## config.mk

```make
export PLATFORM = sky130hd
export DESIGN_NAME = fetch_queue
export DESIGN_NICKNAME = d
export VERILOG_FILES = /design/src/rtl/fetch_queue.sv
export SDC_FILE = /design/constraint.sdc
export NUM_CORES = 1
export LEC_CHECK = 0
export CAP_MARGIN = 20
export CORE_AREA = 2 2 151 153
export CTS_CLUSTER_SIZE = 28
export DETAILED_ROUTE_END_ITERATION = 12
export DIE_AREA = 0 0 153 155
export GPL_TIMING_DRIVEN = 0
export PLACE_DENSITY = 0.88
export SYNTH_ARGS = -nofsm -noshare
export SYNTH_HDL_FRONTEND = slang
export SYNTH_SLANG_ARGS = --single-unit
```

## constraint.sdc

```tcl
create_clock -name Clk -period 4.2 [get_ports Clk]
set_input_delay 1.05 -clock Clk [delete_from_list [all_inputs] [get_ports Clk]]
set_output_delay 1.05 -clock Clk [all_outputs]
set_load 0.005 [all_outputs]
```

## src/rtl/fetch_queue.sv

```systemverilog
// -----------------------------------------------------------------------------
// fetch_queue
//
// Decoupled instruction-fetch stage. Owns the fetch PC, reads the
// combinational instruction memory every cycle and pushes {PC+4, instruction}
// pairs into a DEPTH-entry circular FIFO. Decode drains the FIFO with a
// valid/ready handshake. A redirect reloads the fetch PC and flushes the
// buffer in a single cycle.
//
// Ports:
//   Clk         in   1       clock, rising edge
//   Reset       in   1       asynchronous, active-high reset
//   FetchEn     in   1       permit fetch/push this cycle
//   ImemAddr    out  ADDR_W  current fetch PC to instruction memory
//   ImemData    in   DATA_W  instruction at ImemAddr (combinational return)
//   Redirect    in   1       taken branch/jump: flush and reload PC
//   RedirectPC  in   ADDR_W  new fetch PC, bits [1:0] ignored
//   OutValid    out  1       head entry available
//   OutReady    in   1       consumer accepts head
//   OutInstr    out  DATA_W  head instruction
//   OutPCPlus4  out  ADDR_W  head fetch PC + 4
//   Count       out  CNT_W   entries held
//   Full        out  1       Count == DEPTH
//   Empty       out  1       Count == 0
// -----------------------------------------------------------------------------
module fetch_queue #(
    parameter int unsigned        ADDR_W   = 32,
    parameter int unsigned        DATA_W   = 32,
    parameter int unsigned        DEPTH    = 4,
    parameter int unsigned        CNT_W    = 3,
    parameter logic [ADDR_W-1:0]  RESET_PC = '0
) (
    input  logic              Clk,
    input  logic              Reset,
    input  logic              FetchEn,
    output logic [ADDR_W-1:0] ImemAddr,
    input  logic [DATA_W-1:0] ImemData,
    input  logic              Redirect,
    input  logic [ADDR_W-1:0] RedirectPC,
    output logic              OutValid,
    input  logic              OutReady,
    output logic [DATA_W-1:0] OutInstr,
    output logic [ADDR_W-1:0] OutPCPlus4,
    output logic [CNT_W-1:0]  Count,
    output logic              Full,
    output logic              Empty
);

    localparam int unsigned PTR_W = (DEPTH > 1) ? $clog2(DEPTH) : 1;

    localparam logic [PTR_W-1:0]  LAST_PTR  = PTR_W'(DEPTH - 1);
    localparam logic [CNT_W-1:0]  DEPTH_CNT = CNT_W'(DEPTH);
    localparam logic [ADDR_W-1:0] PC_STEP   = ADDR_W'(4);

    // Registered state
    logic [ADDR_W-1:0] pc_q,     pc_d;
    logic [PTR_W-1:0]  rd_ptr_q, rd_ptr_d;
    logic [PTR_W-1:0]  wr_ptr_q, wr_ptr_d;
    logic [CNT_W-1:0]  count_q,  count_d;

    // Entry storage: deliberately not reset, only the control state is.
    logic [DATA_W-1:0] instr_q [DEPTH];
    logic [ADDR_W-1:0] pc4_q   [DEPTH];

    logic              full;
    logic              empty;
    logic              out_valid;
    logic              pop;
    logic              push;
    logic [ADDR_W-1:0] pc_plus4;
    logic [ADDR_W-1:0] redirect_pc;

    // Low address bits of the redirect target are forced to zero.
    logic              unused_redirect_lsbs;
    assign unused_redirect_lsbs = ^RedirectPC[1:0];
    assign redirect_pc          = {RedirectPC[ADDR_W-1:2], 2'b00};

    assign pc_plus4 = pc_q + PC_STEP;

    assign full  = (count_q == DEPTH_CNT);
    assign empty = (count_q == '0);

    // Redirect masks the head combinationally so no pop completes while
    // the buffer is being flushed.
    assign out_valid = ~empty & ~Redirect;
    assign pop       = out_valid & OutReady;

    // A full queue still accepts a push when the head leaves this cycle.
    assign push = FetchEn & ~Redirect & (~full | pop);

    // Next-state logic
    always_comb begin
        pc_d     = pc_q;
        rd_ptr_d = rd_ptr_q;
        wr_ptr_d = wr_ptr_q;
        count_d  = count_q;

        if (Redirect) begin
            pc_d     = redirect_pc;
            rd_ptr_d = '0;
            wr_ptr_d = '0;
            count_d  = '0;
        end else begin
            if (push) begin
                pc_d     = pc_plus4;
                wr_ptr_d = (wr_ptr_q == LAST_PTR) ? '0 : wr_ptr_q + PTR_W'(1);
            end
            if (pop) begin
                rd_ptr_d = (rd_ptr_q == LAST_PTR) ? '0 : rd_ptr_q + PTR_W'(1);
            end
            case ({push, pop})
                2'b10:   count_d = count_q + CNT_W'(1);
                2'b01:   count_d = count_q - CNT_W'(1);
                default: count_d = count_q;
            endcase
        end
    end

    // Control state register
    always_ff @(posedge Clk or posedge Reset) begin
        if (Reset) begin
            pc_q     <= RESET_PC;
            rd_ptr_q <= '0;
            wr_ptr_q <= '0;
            count_q  <= '0;
        end else begin
            pc_q     <= pc_d;
            rd_ptr_q <= rd_ptr_d;
            wr_ptr_q <= wr_ptr_d;
            count_q  <= count_d;
        end
    end

    // Entry storage write
    always_ff @(posedge Clk) begin
        if (push) begin
            instr_q[wr_ptr_q] <= ImemData;
            pc4_q[wr_ptr_q]   <= pc_plus4;
        end
    end

    // Outputs: head data comes only from storage, never from ImemData.
    assign ImemAddr   = pc_q;
    assign OutValid   = out_valid;
    assign OutInstr   = instr_q[rd_ptr_q];
    assign OutPCPlus4 = pc4_q[rd_ptr_q];
    assign Count      = count_q;
    assign Full       = full;
    assign Empty      = empty;

endmodule

```

# Yosys cells after proc, flatten, opt, wreduce, memory -nomap -nowiden

Memories as Yosys holds them, arrays and structs flattened.
Index checks and enable logic that the tools add are counted.

Memories: 2
Output and inout port bits: 102
Memory bits (writable): 256
Input port bits: 69
Logic and storage cells: 40
Register bits: 39

Memories:

| memory  | depth | bits a word | rd ports | clocked after memory_dff | wr ports | line | RTL |
|---|---|---|---|---|---|---|---|
| instr_q | 4     | 32          | 1        | 0                        | 1        | 62   | `logic [DATA_W-1:0] instr_q [DEPTH];` |
| pc4_q   | 4     | 32          | 1        | 0                        | 1        | 63   | `logic [ADDR_W-1:0] pc4_q [DEPTH];` |

Equality and inequality tests: 5
Mux-type cells: 12
Bitwise operators: 8
Reductions and logical operators: 4
Add/subtract/negate cells: 5

Operators with widths:

| cell                  | number |
|---|---|
| $mux 32               | 2 |
| $add 32x3->32 const B | 1 |
| $mux 2                | 6 |
| $eq 2x2->1 const B    | 3 |
| $pmux 3 s2            | 1 |
| $add 2x1->2 const B   | 2 |
| $and 1x1->1           | 4 |
| $reduce_bool 2->1     | 2 |
| $add 3x1->3 const B   | 1 |
| $eq 3x3->1 const B    | 1 |
| $logic_not 3->1       | 1 |
| $mux 3                | 1 |
| $not 1->1             | 3 |
| $reduce_bool 3->1     | 1 |
| $sub 3x1->3 const B   | 1 |
| $eq 2x1->1 const B    | 1 |
| $mux 1                | 2 |
| $or 1x1->1            | 1 |

# Longest topological paths before layout

Depth after elaboration: 9
Gate-level depth with buffers: 7
Depth with buffers taken out: 7

# Worst setup path before layout

No wires, ideal clock.

Kind: input port to flip-flop
From: input FetchEn
To: memory instr_q[0][0], enable pin
Data required time: 3.773 ns
Path slack: 0.519 ns
Arrival time: 3.254 ns
Library setup time: 0.427 ns
Stages on the path: 5
Path buffers: 2
Path through: buf_6 -> inv_1 -> nor2_1 -> clkbuf_1 -> and3_1

Longest elaborated chain between the ends: 4

RTL lines:

| element                      | line | RTL |
|---|---|---|
| from (decl)                  | 35   | `input logic FetchEn,` |
| $and 1x1->1 (2 in a row)     | 89   | `assign push = FetchEn & ~Redirect & (~full \| pop);` |
| $mux 1                       | 136  | `if (push) begin` |
| $mux 1 (not written as such) | 137  | `instr_q[wr_ptr_q] <= ImemData;` |
| to (decl)                    | 62   |  |

No other way between the ends.

# Worst setup path in the final report

From: input Redirect
To: output OutValid

Longest elaborated chain between the ends: 2

RTL lines:

| element     | line | RTL |
|---|---|---|
| from (decl) | 38   | `input logic Redirect,` |
| $not 1->1   | 85   | `assign out_valid = ~empty & ~Redirect;` |
| $and 1x1->1 | 85   |  |
| to (decl)   | 40   | `output logic OutValid,` |

No other way between the ends.

==> flow_summary.toml <==
[grt]
grt_usage = 0.214
grt.overflow.total = 0
grt_pass1_vias = 6941
grt_start_max_net_pins = 55
grt_pass1_wl_mm = 39.6
antenna_found_initial = 0

[worst_setup_path]
r2r_end = "instr_q[2][22]"
startpoint_type = "primary input"
cpMostUsedCell = "clkbuf_1"
crit_family = "buffers and inverters"
critPathMaxStageDelay_ns = 0.53
rr_worst_depth = 5
crit_fanout = 10
r2r-start = "Count[0]"
required_ns = 3.15
path_cells = "clkbuf_1 -> clkbuf_1 -> clkbuf_1 -> nor2_1 -> clkdlybuf4s50_1"
worst_setup_path_end_kind = "output port"
worst-path-buf-inv = 4
crit_slowest_cell = "clkbuf_1"
rrSetupSlack_ns = 1.44
critPathKind = "in2out"
arrival_ns = 2.95

[die]
num_io_pins = 171
fp.dieArea_mm2 = 0.0237
die_y_um = 155
start_util = 0.528
die_w_um = 153
placementRows = 55
core_mm2 = 0.0222

[cells_and_area]
layout_common_cells = "248 x edfxtp_1, 162 x clkdlybuf4s50_1, 62 x mux4_2, 37 x dfrtp_1, 37 x nand2_1"
final_common_cell = "edfxtp_1"
final_cell_count_no_fill = 1167
layout.nets = 937
layout-drive-gt1-share = 0.161
areaGrowthSynthToFinish_pct = 26.0
antennaDiodeCount = 0

[logic_synthesis]
synth-edff-count = 248
synth_area_mm2 = 0.0117
synthXorXnorAreaFrac = 0.0254
synth_seq_cells = 285
synth_mux_area_frac = 0.125
synth_fa_ha_area_frac = 0.00811
async_flop_share = 0.130
synth-simple-area-share = 0.0760
synth_compound_area_frac = 0.0289
avgSynthCellArea_um2 = 17.7
ys.flop_type = "edfxtp_1"
yosysSeqAreaShare = 0.714
yosys_warnings = 0
synthCells = 662
synth_top_family_by_area = "multiplexers"
ys_types = 50

[route]
firstDrtPassIters = 5
post_drt_wl_per_cell_um = 21.9
wirelength_mm = 25.6
first_iter_violations = 587
drc_errors = 0
vias = 6996
vias_per_cell = 5.99
ant_nets = 0

[sta]
relSlewSlack = 0.371
hold_viol_final = 0
grt_setup_unrepaired = "no"
finalClockSkew_ns = 0.0109
setup_viol = 0
period_needed_ns = 4.00
clock.fmax_mhz = 250
slew_viol_final = 0
finalCritPeriodShare = 0.954
whs_ns = 0.604
tightest_slew_ns = 0.935

[power_and_ir_drop]
total_leakage_power_nw = 4.84
p_per_area_mw_per_mm2 = 445
ir_worst_vdd_uv = 219

[outcome]
status = "completed"

[placement]
io_buffers = 162
placed_cells = 1116
gp_congestion = 0.916
dp_hpwl_mm = 16.8

[clocking]
cts_tree = "done"
cts_buffer_depth = 3
postCtsSetupRepairBufs = 0
holdBufCountCts = 0
cts.clk_slew.worst_paths_ns = 0.06
clock_sinks = 285
clk_latency_ns = 0.53
clockRootBuffer = "clkbuf_16"
htreeDepth = 1
numCtsBuffers = 28

[flow_run]
drv_cap = 0

[hold_path]
min-delay-start = "wr_ptr_q[0]"
hold_path_end = "wr_ptr_q[0]"
hold_path_depth = 2
worstHoldPathType = "reg2reg"
==> Yosys cell counts (6+ instances only) <==
| master | number | share of area |
|---|---|---|
| nand3_1 | 19 | 0.0081 |
| buf_2 | 12 | 0.0051 |
| ha_1 | 6 | 0.0064 |
| buf_4 | 7 | 0.0045 |
| xor2_1 | 11 | 0.0082 |
| dfrtp_1 | 37 | 0.079 |
| nand4_1 | 13 | 0.0069 |
| o31ai_1 | 13 | 0.0083 |
| inv_1 | 9 | 0.0029 |
| or4_1 | 17 | 0.011 |
| o21ai_0 | 11 | 0.0047 |
| mux4_2 | 62 | 0.12 |
| clkbuf_1 | 18 | 0.0058 |
| and3_1 | 7 | 0.0037 |
| xnor2_1 | 23 | 0.017 |
| nor3_1 | 7 | 0.0030 |
| nor4_1 | 7 | 0.0037 |
| a31oi_1 | 18 | 0.0096 |
| nor2_1 | 27 | 0.0086 |
| edfxtp_1 | 248 | 0.64 |
| nand2_1 | 37 | 0.012 |
==> cells by family (layout without fill, tap and decap cells) <==
kind of cell    count (synthesis)  after routing
simple gates                  162            162
compound gates                 52             52
other cells                     1              4
mux                            69             69
fa+ha+maj                       7              7
buf+inv                        52            269
xor+xnor                       34             34
flops                         285            285
==> layout make-up <==
cell class | count | area (um2)
Multi-Input combinational cell | 328 | 3130
Fill cell | 1431 | 7460
Tap cell | 285 | 357
Buffer | 42 | 221
Inverter | 10 | 37.5
Clock inverter | 20 | 199
Timing Repair Buffer | 166 | 1720
Clock buffer | 31 | 733
Sequential cell | 285 | 8370
==> worst max path at each step <==
stage / start / to / slack [ns] / cells after the start
finish: Redirect / OutValid / 0.20 / 5
global route: Redirect / OutValid / 0.03 / 5
CTS: rd_ptr_q[0] / OutPCPlus4[15] / 0.08 / 4
detailed placement: Redirect / OutValid / 0.23 / 5
global placement: OutReady / instr_q[3][12] / -1.19 / 5
floorplan: FetchEn / instr_q[0][0] / 0.52 / 5
==> per-stage QoR <==
step	instance area (um2)	total power, mW	setup slack (ns)	TNS (ns)	util
detailed placement	13800	4.10	0.231	0	0.623
finish	14800	6.57	0.195	0	0.665
floorplan	11700	3.68	0.519	0	-
global route	14800	6.78	0.0327	0	0.665
CTS	14800	6.61	0.0805	0	0.665
global placement	13700	4.08	-1.19	-287.42	0.617
==> registers in the layout (all words and copies together) (netlist names) <==
register	flops
pc4_q	120
rd_ptr_q	2
ImemAddr	30
Count	3
wr_ptr_q	2
instr_q	128
==> report_power, final <==
part	leakage [nW]	internal, mW	switching (mW)
combinational	1.70	0.417	0.344
clock	0.453	1.50	1.03
sequential	2.69	3.21	0.0777
==> worst reg2reg max path: stages (launching register included) <==
cell and delay (ns):
dfrtp_1 0.48, nor4b_1 0.77, nor2_1 0.20, clkbuf_1 0.34, and3_4 0.44, buf_12 0.25
==> layer usage <==
metal  routed length, um  part of all wire  track usage
met1               10400              0.41        0.302
met2               12600              0.49        0.358
met3                2130             0.083       0.0382
met4                 453             0.018       0.0406
met5                   0                 0            0
==> timing repair <==
item,in CTS,in global routing
setup endpoints to repair,0,13
resized for setup,0,2
hold endpoints to repair,0,0
Note: power is estimated with default switching activity, not from simulation.
